===== config.mk =====
export PLATFORM = sky130hd
export DESIGN_NAME = reset_sequencer
export DESIGN_NICKNAME = d
export VERILOG_FILES = /design/src/rtl/reset_sequencer.sv
export SDC_FILE = /design/constraint.sdc
export NUM_CORES = 1
export LEC_CHECK = 0
export CORE_MARGIN = 3
export CORE_UTILIZATION = 30
export DETAILED_ROUTE_END_ITERATION = 16
export PLACE_DENSITY = 0.48
export SLEW_MARGIN = 20
export SYNTH_ARGS = -nofsm -noshare
export SYNTH_HDL_FRONTEND = slang
export SYNTH_SLANG_ARGS = --single-unit

===== constraint.sdc =====
create_clock -name clk_i -period 4.4 [get_ports clk_i]
set_input_delay 0.88 -clock clk_i [delete_from_list [all_inputs] [get_ports clk_i]]
set_output_delay 0.88 -clock clk_i [all_outputs]
set_load 0.01 [all_outputs]

===== src/rtl/reset_sequencer.sv =====
// Reset sequencer: holds domains in reset, enables their clocks, then releases resets one by one.
// Optional `RST_SEQ_REVERSE_ASSERT_EN`: soft-reset drain asserts domain resets top-down instead of all at once.
module reset_sequencer #(
    parameter int NumDomains = 2,
    parameter int HoldCycles = 4,
    parameter int ClkEnLead  = 2
) (
    input  logic                  clk_i,
    input  logic                  rst_i,
    input  logic                  req_i,
    output logic                  ack_o,
    output logic                  done_o,
    output logic [NumDomains-1:0] clk_en_o,
    output logic [NumDomains-1:0] rst_no
);

    localparam int MaxStep = (HoldCycles > ClkEnLead) ? HoldCycles : ClkEnLead;
    localparam int CntW    = $clog2(MaxStep + 1);
    localparam int IdxW    = $clog2(NumDomains + 1);

    localparam logic [CntW-1:0] HoldLast = CntW'(HoldCycles - 1);
    localparam logic [CntW-1:0] LeadLast = CntW'(ClkEnLead - 1);
    localparam logic [CntW-1:0] CntOne   = CntW'(1);
    localparam logic [IdxW-1:0] LastIdx  = IdxW'(NumDomains - 1);
    localparam logic [IdxW-1:0] IdxOne   = IdxW'(1);

    typedef enum logic [2:0] {
        HOLD,
        ENABLE,
        RELEASE,
        RUN,
        DRAIN
    } state_e;

    state_e                  state_q, state_d;
    logic [CntW-1:0]         cnt_q, cnt_d;
    logic [IdxW-1:0]         idx_q, idx_d;
    logic                    soft_q, soft_d;
    logic [NumDomains-1:0]   rst_n_d;
    logic [NumDomains-1:0]   clk_en_d;
    logic                    done_d;
    logic                    ack_d;

    // NOTE: every signal written here gets a default first so no path leaves it unassigned (no latches).
    always_comb begin
        state_d  = state_q;
        cnt_d    = cnt_q;
        idx_d    = idx_q;
        soft_d   = soft_q;
        rst_n_d  = rst_no;
        clk_en_d = clk_en_o;
        done_d   = done_o;
        ack_d    = 1'b0;

        unique case (state_q)
            HOLD: begin
                if (cnt_q == HoldLast) begin
                    state_d  = ENABLE;
                    cnt_d    = '0;
                    clk_en_d = '1;
                end else begin
                    cnt_d = cnt_q + CntOne;
                end
            end

            ENABLE: begin
                if (cnt_q == LeadLast) begin
                    cnt_d      = '0;
                    rst_n_d[0] = 1'b1;
                    if (NumDomains == 1) begin
                        state_d = RUN;
                        done_d  = 1'b1;
                        ack_d   = soft_q;
                        soft_d  = 1'b0;
                    end else begin
                        state_d = RELEASE;
                        idx_d   = IdxOne;
                    end
                end else begin
                    cnt_d = cnt_q + CntOne;
                end
            end

            RELEASE: begin
                if (cnt_q == HoldLast) begin
                    cnt_d = '0;
                    for (int i = 0; i < NumDomains; i++) begin
                        if (IdxW'(i) == idx_q) rst_n_d[i] = 1'b1;
                    end
                    if (idx_q == LastIdx) begin
                        state_d = RUN;
                        done_d  = 1'b1;
                        ack_d   = soft_q;
                        soft_d  = 1'b0;
                    end else begin
                        idx_d = idx_q + IdxOne;
                    end
                end else begin
                    cnt_d = cnt_q + CntOne;
                end
            end

            RUN: begin
                if (req_i) begin
                    state_d = DRAIN;
                    done_d  = 1'b0;
                    soft_d  = 1'b1;
                    cnt_d   = '0;
`ifdef RST_SEQ_REVERSE_ASSERT_EN
                    rst_n_d[NumDomains-1] = 1'b0;
                    idx_d                 = LastIdx;
`else
                    rst_n_d = '0;
                    idx_d   = '0;
`endif
                end
            end

            DRAIN: begin
                // idx_q counts the domains still out of reset; the lowest ones drop last.
                if (cnt_q == HoldLast) begin
                    cnt_d = '0;
                    if (idx_q == '0) begin
                        state_d  = HOLD;
                        clk_en_d = '0;
                    end else begin
                        for (int i = 0; i < NumDomains; i++) begin
                            if (IdxW'(i) == idx_q - IdxOne) rst_n_d[i] = 1'b0;
                        end
                        idx_d = idx_q - IdxOne;
                    end
                end else begin
                    cnt_d = cnt_q + CntOne;
                end
            end

            default: state_d = HOLD;
        endcase
    end

    // NOTE: sequential state uses non-blocking assignments so every register samples pre-edge values.
    always_ff @(posedge clk_i) begin
        if (rst_i) begin
            state_q  <= HOLD;
            cnt_q    <= '0;
            idx_q    <= '0;
            soft_q   <= 1'b0;
            rst_no   <= '0;
            clk_en_o <= '0;
            done_o   <= 1'b0;
            ack_o    <= 1'b0;
        end else begin
            state_q  <= state_d;
            cnt_q    <= cnt_d;
            idx_q    <= idx_d;
            soft_q   <= soft_d;
            rst_no   <= rst_n_d;
            clk_en_o <= clk_en_d;
            done_o   <= done_d;
            ack_o    <= ack_d;
        end
    end

endmodule


==> out/results.tsv <==
stage	metric	value	unit
critical_path	Req. time, crit path	4550	ps
power_and_ir_drop	Switching Share	41.8	%
floorplan	io pins	9	
drt	via count	813	
layout	Final nets	133	
logic_synthesis	Syn Area/Cell	7.87	sq um
placed_design	GPL Wtd Cong	0.819	
power_and_ir_drop	Clock power frac	14.0	%
logic_synthesis	Synth Area in Compound Gates	18.1	%
power_and_ir_drop	Combinational Power Share	47.4	%
clock_tree	Hold-fix buffers, CTS	0	
timing	setup TNS	0	ps
clock_tree	Skew-Pair Late Insertion Delay	280	ps
logic_synthesis	Syn Nets	128	
logic_synthesis	largest family of logic cells by synthesized area	simple AND/OR/NAND/NOR gates	
clock_tree	H-tree levels	1	
global_routing	initial antenna violation count	0	
logic_synthesis	commonest cells in the netlist	dfxtp_1, nor2_1, a21oi_1	
critical_path	Crit Path Category	input port to register	
global_routing	GRT Total Usage	12.5	%
logic_synthesis	Synth Area in Simple Gates	29.6	%
power_and_ir_drop	pwr dens	523	nW/um^2
clock_tree	Post-CTS Resized	0	
logic_synthesis	Yosys cell types	35	
timing	worst clock skew	0.885	ps
timing	Worst Tran Pin Value	692	ps
critical_path	critical path endpoint category	register	
timing	Final Slew Violations	0	
global_routing	first-pass GRT wire length	3.57	mm
logic_synthesis	Post-Synth Adder-Cell Area	9.43	%
clock_tree	clk sinks	14	
floorplan	row count	19	
critical_path	Worst setup startpoint	req_i	
logic_synthesis	cell with the most instances after synthesis	dfxtp_1	
clock_tree	TritonCTS Buffers	3	
logic_synthesis	Synth area leaders	dfxtp_1, ha_1, a21oi_1, nor2_1, nand2_1	
timing	final critical-path required period	2260	ps
layout	diode count	0	
logic_synthesis	Ys Warns	0	
logic_synthesis	Seq/Total Area, Yosys	30.2	%
logic_synthesis	post-synth top area cell	dfxtp_1	
power_and_ir_drop	P_sw	224	uW
logic_synthesis	ys flop type	dfxtp_1	
drt	Final ANT Viol Nets	0	
timing	Slew headroom	53.8	%
logic_synthesis	post-synthesis cell count	118	
timing	final hold vios	0	
timing	f_max	0.443	GHz
timing	RSZ-0062 raised after global routing	false	
drt	WL/cell	13.5	microns
logic_synthesis	Cell Area, Synth	928	sq um
logic_synthesis	Post-Synth XOR/XNOR Area	0	%
clock_tree	CTS tree	yes	
critical_path	cells along the critical path	clkdlybuf4s50_1, and3b_1, or4_1, and3_4, mux2i_1, a21oi_1	
layout	share of layout cells above drive strength 1	4.13	%
floorplan	Core Box Area	2850	sq um
power_and_ir_drop	Seq pwr share	38.5	%
drt	DRT Wirelength	2.05	mm
power_and_ir_drop	Max VDD drop	0.133	mV
power_and_ir_drop	Tot Pwr	535	uW
logic_synthesis	post-synth top area share	30.2	%
flow_run	MaxCap Viol Count	0	
drt	DRC viols	0	
status	status	finished, final reports clean	
floorplan	Initial Util	32.5	%
layout	Filler cells	299	
clock_tree	Clock Root Buffer	clkbuf_4	
logic_synthesis	EDFF count, synth	0	
layout	Area Growth Syn to Fin	10.1	%
floorplan	DIE HEIGHT	61.6	microns
drt	initial DRC count	24	
clock_tree	Reg clk slew, reported paths	90	ps
logic_synthesis	post-synthesis mux area share	4.31	%
global_routing	GRT Residual Overflow	0	
layout	final core occ	35.8	%
critical_path	Worst setup SP type	input port	
min_path	hold_sp	soft_q	
drt	routed vias/inst	5.35	
floorplan	die width	61.6	microns
timing	final period utilization	51.4	%
clock_tree	Max Root-Sink Buffers	2	
logic_synthesis	#FFs+latches synth	14	
clock_tree	Setup Buffers After CTS	0	
power_and_ir_drop	Leak	0.000372	uW
placed_design	PortBufs	8	
global_routing	pin count of the biggest net entering global routing	24	
critical_path	slowest library cell on the worst path	clkdlybuf4s50_1	
critical_path	reg-to-reg critical path startpoint	cnt_q[0]	
critical_path	Crit path largest cell delay	480	ps
global_routing	vias in the first global route	774	
critical_path	WP data arrival	2410	ps
floorplan	Die Area	3800	sq um
critical_path	crit-path max FO	4	
logic_synthesis	Post-synth ARST share	0	%
power_and_ir_drop	Internal Power	311	uW
min_path	worst min path class	register to register	
timing	Final setup viols	0	
drt	1st-pass router iterations	6	
placed_design	Final HPWL DP	1.41	mm
[cell usage in the layout (no fill, tap or decap), types with 2 or more instances in the layout]
master           count
a22oi_1              3
nor2b_1              5
mux2i_1              4
nor2_1              13
nor4bb_1             2
nor3b_1              4
nand2_1             11
dfxtp_1             14
nand2b_1             4
inv_1                8
clkdlybuf4s50_1      8
clkbuf_4             3
ha_1                 7
a32oi_1              2
a21oi_1             12
nand3_1              5
[power groups by stage]
stage	sequential, uW	clock [uW]	combinational [uW]
final	206	75.0	254
after global routing	214	82.6	292
after CTS	206	78.5	255
after detailed placement	208	0	253
after global placement	208	0	255
after floorplan	185	0	217
[area by class of cell]
| class | count | area [sq um] | area share (%) |
|---|---|---|---|
| Multi-Input combinational cell | 88 | 571 | 55.8 |
| Sequential cell | 14 | 280 | 27.4 |
| Timing Repair Buffer | 8 | 80.1 | 7.83 |
| Tap cell | 31 | 38.8 | 3.79 |
| Inverter | 8 | 30.0 | 2.94 |
| Clock buffer | 3 | 22.5 | 2.20 |
[sequential cells by signal, indices dropped and copies added, names as in the netlist]
name / count
ack_o: 1
done_o: 1
soft_q: 1
clk_en_o: 1
state_q: 3
rst_no: 2
cnt_q: 3
idx_q: 2
[cells by family (layout without fill, tap and decap cells)]
family / count (synthesis) / after routing
compound gates: 26 / 26
fa+ha+maj: 7 / 7
simple gates: 51 / 51
buf+inv: 16 / 19
flops: 14 / 14
mux: 4 / 4
[critical path, delay by kind of cell]
kind | cells | cell delay, ps
AND/OR/NAND/NOR | 3 | 830
buffers and inverters | 1 | 480
multiplexers | 1 | 140
AO/OA/AOI/OAI | 1 | 70
[stage by stage]
| stage | std cells | setup WS (ps) | area, sq um | hold slack [ps] |
|---|---|---|---|---|
| 6_report | 152 | 2140 | 1020 | 459 |
| 3_5_place_dp | 149 | 1850 | 1000 | 449 |
| 2_1_floorplan | 118 | 2390 | 928 | 432 |
| 3_3_place_gp | 149 | 1870 | 1000 | 442 |
| 4_1_cts | 152 | 2140 | 1020 | 461 |
| 5_1_grt | 152 | 1930 | 1020 | 495 |
[path summary, 6_finish.rpt]
kind	end	slack [ps]	depth (start not counted)
worst max-delay path	idx_q[0]	2140	6
worst min register to register	soft_q	460	2
worst min-delay path	soft_q	460	2
worst max register to register	idx_q[0]	2150	7
[routing by layer]
layer	wire [microns]	GRT usage, %	vias to the layer above
li1	-	-	421
met1	1060	17.4	376
met2	910	19.0	14
met3	77	4.40	2
met4	4	1.82	0
met5	0	0	-
Note: power is estimated with default switching activity, not from simulation.
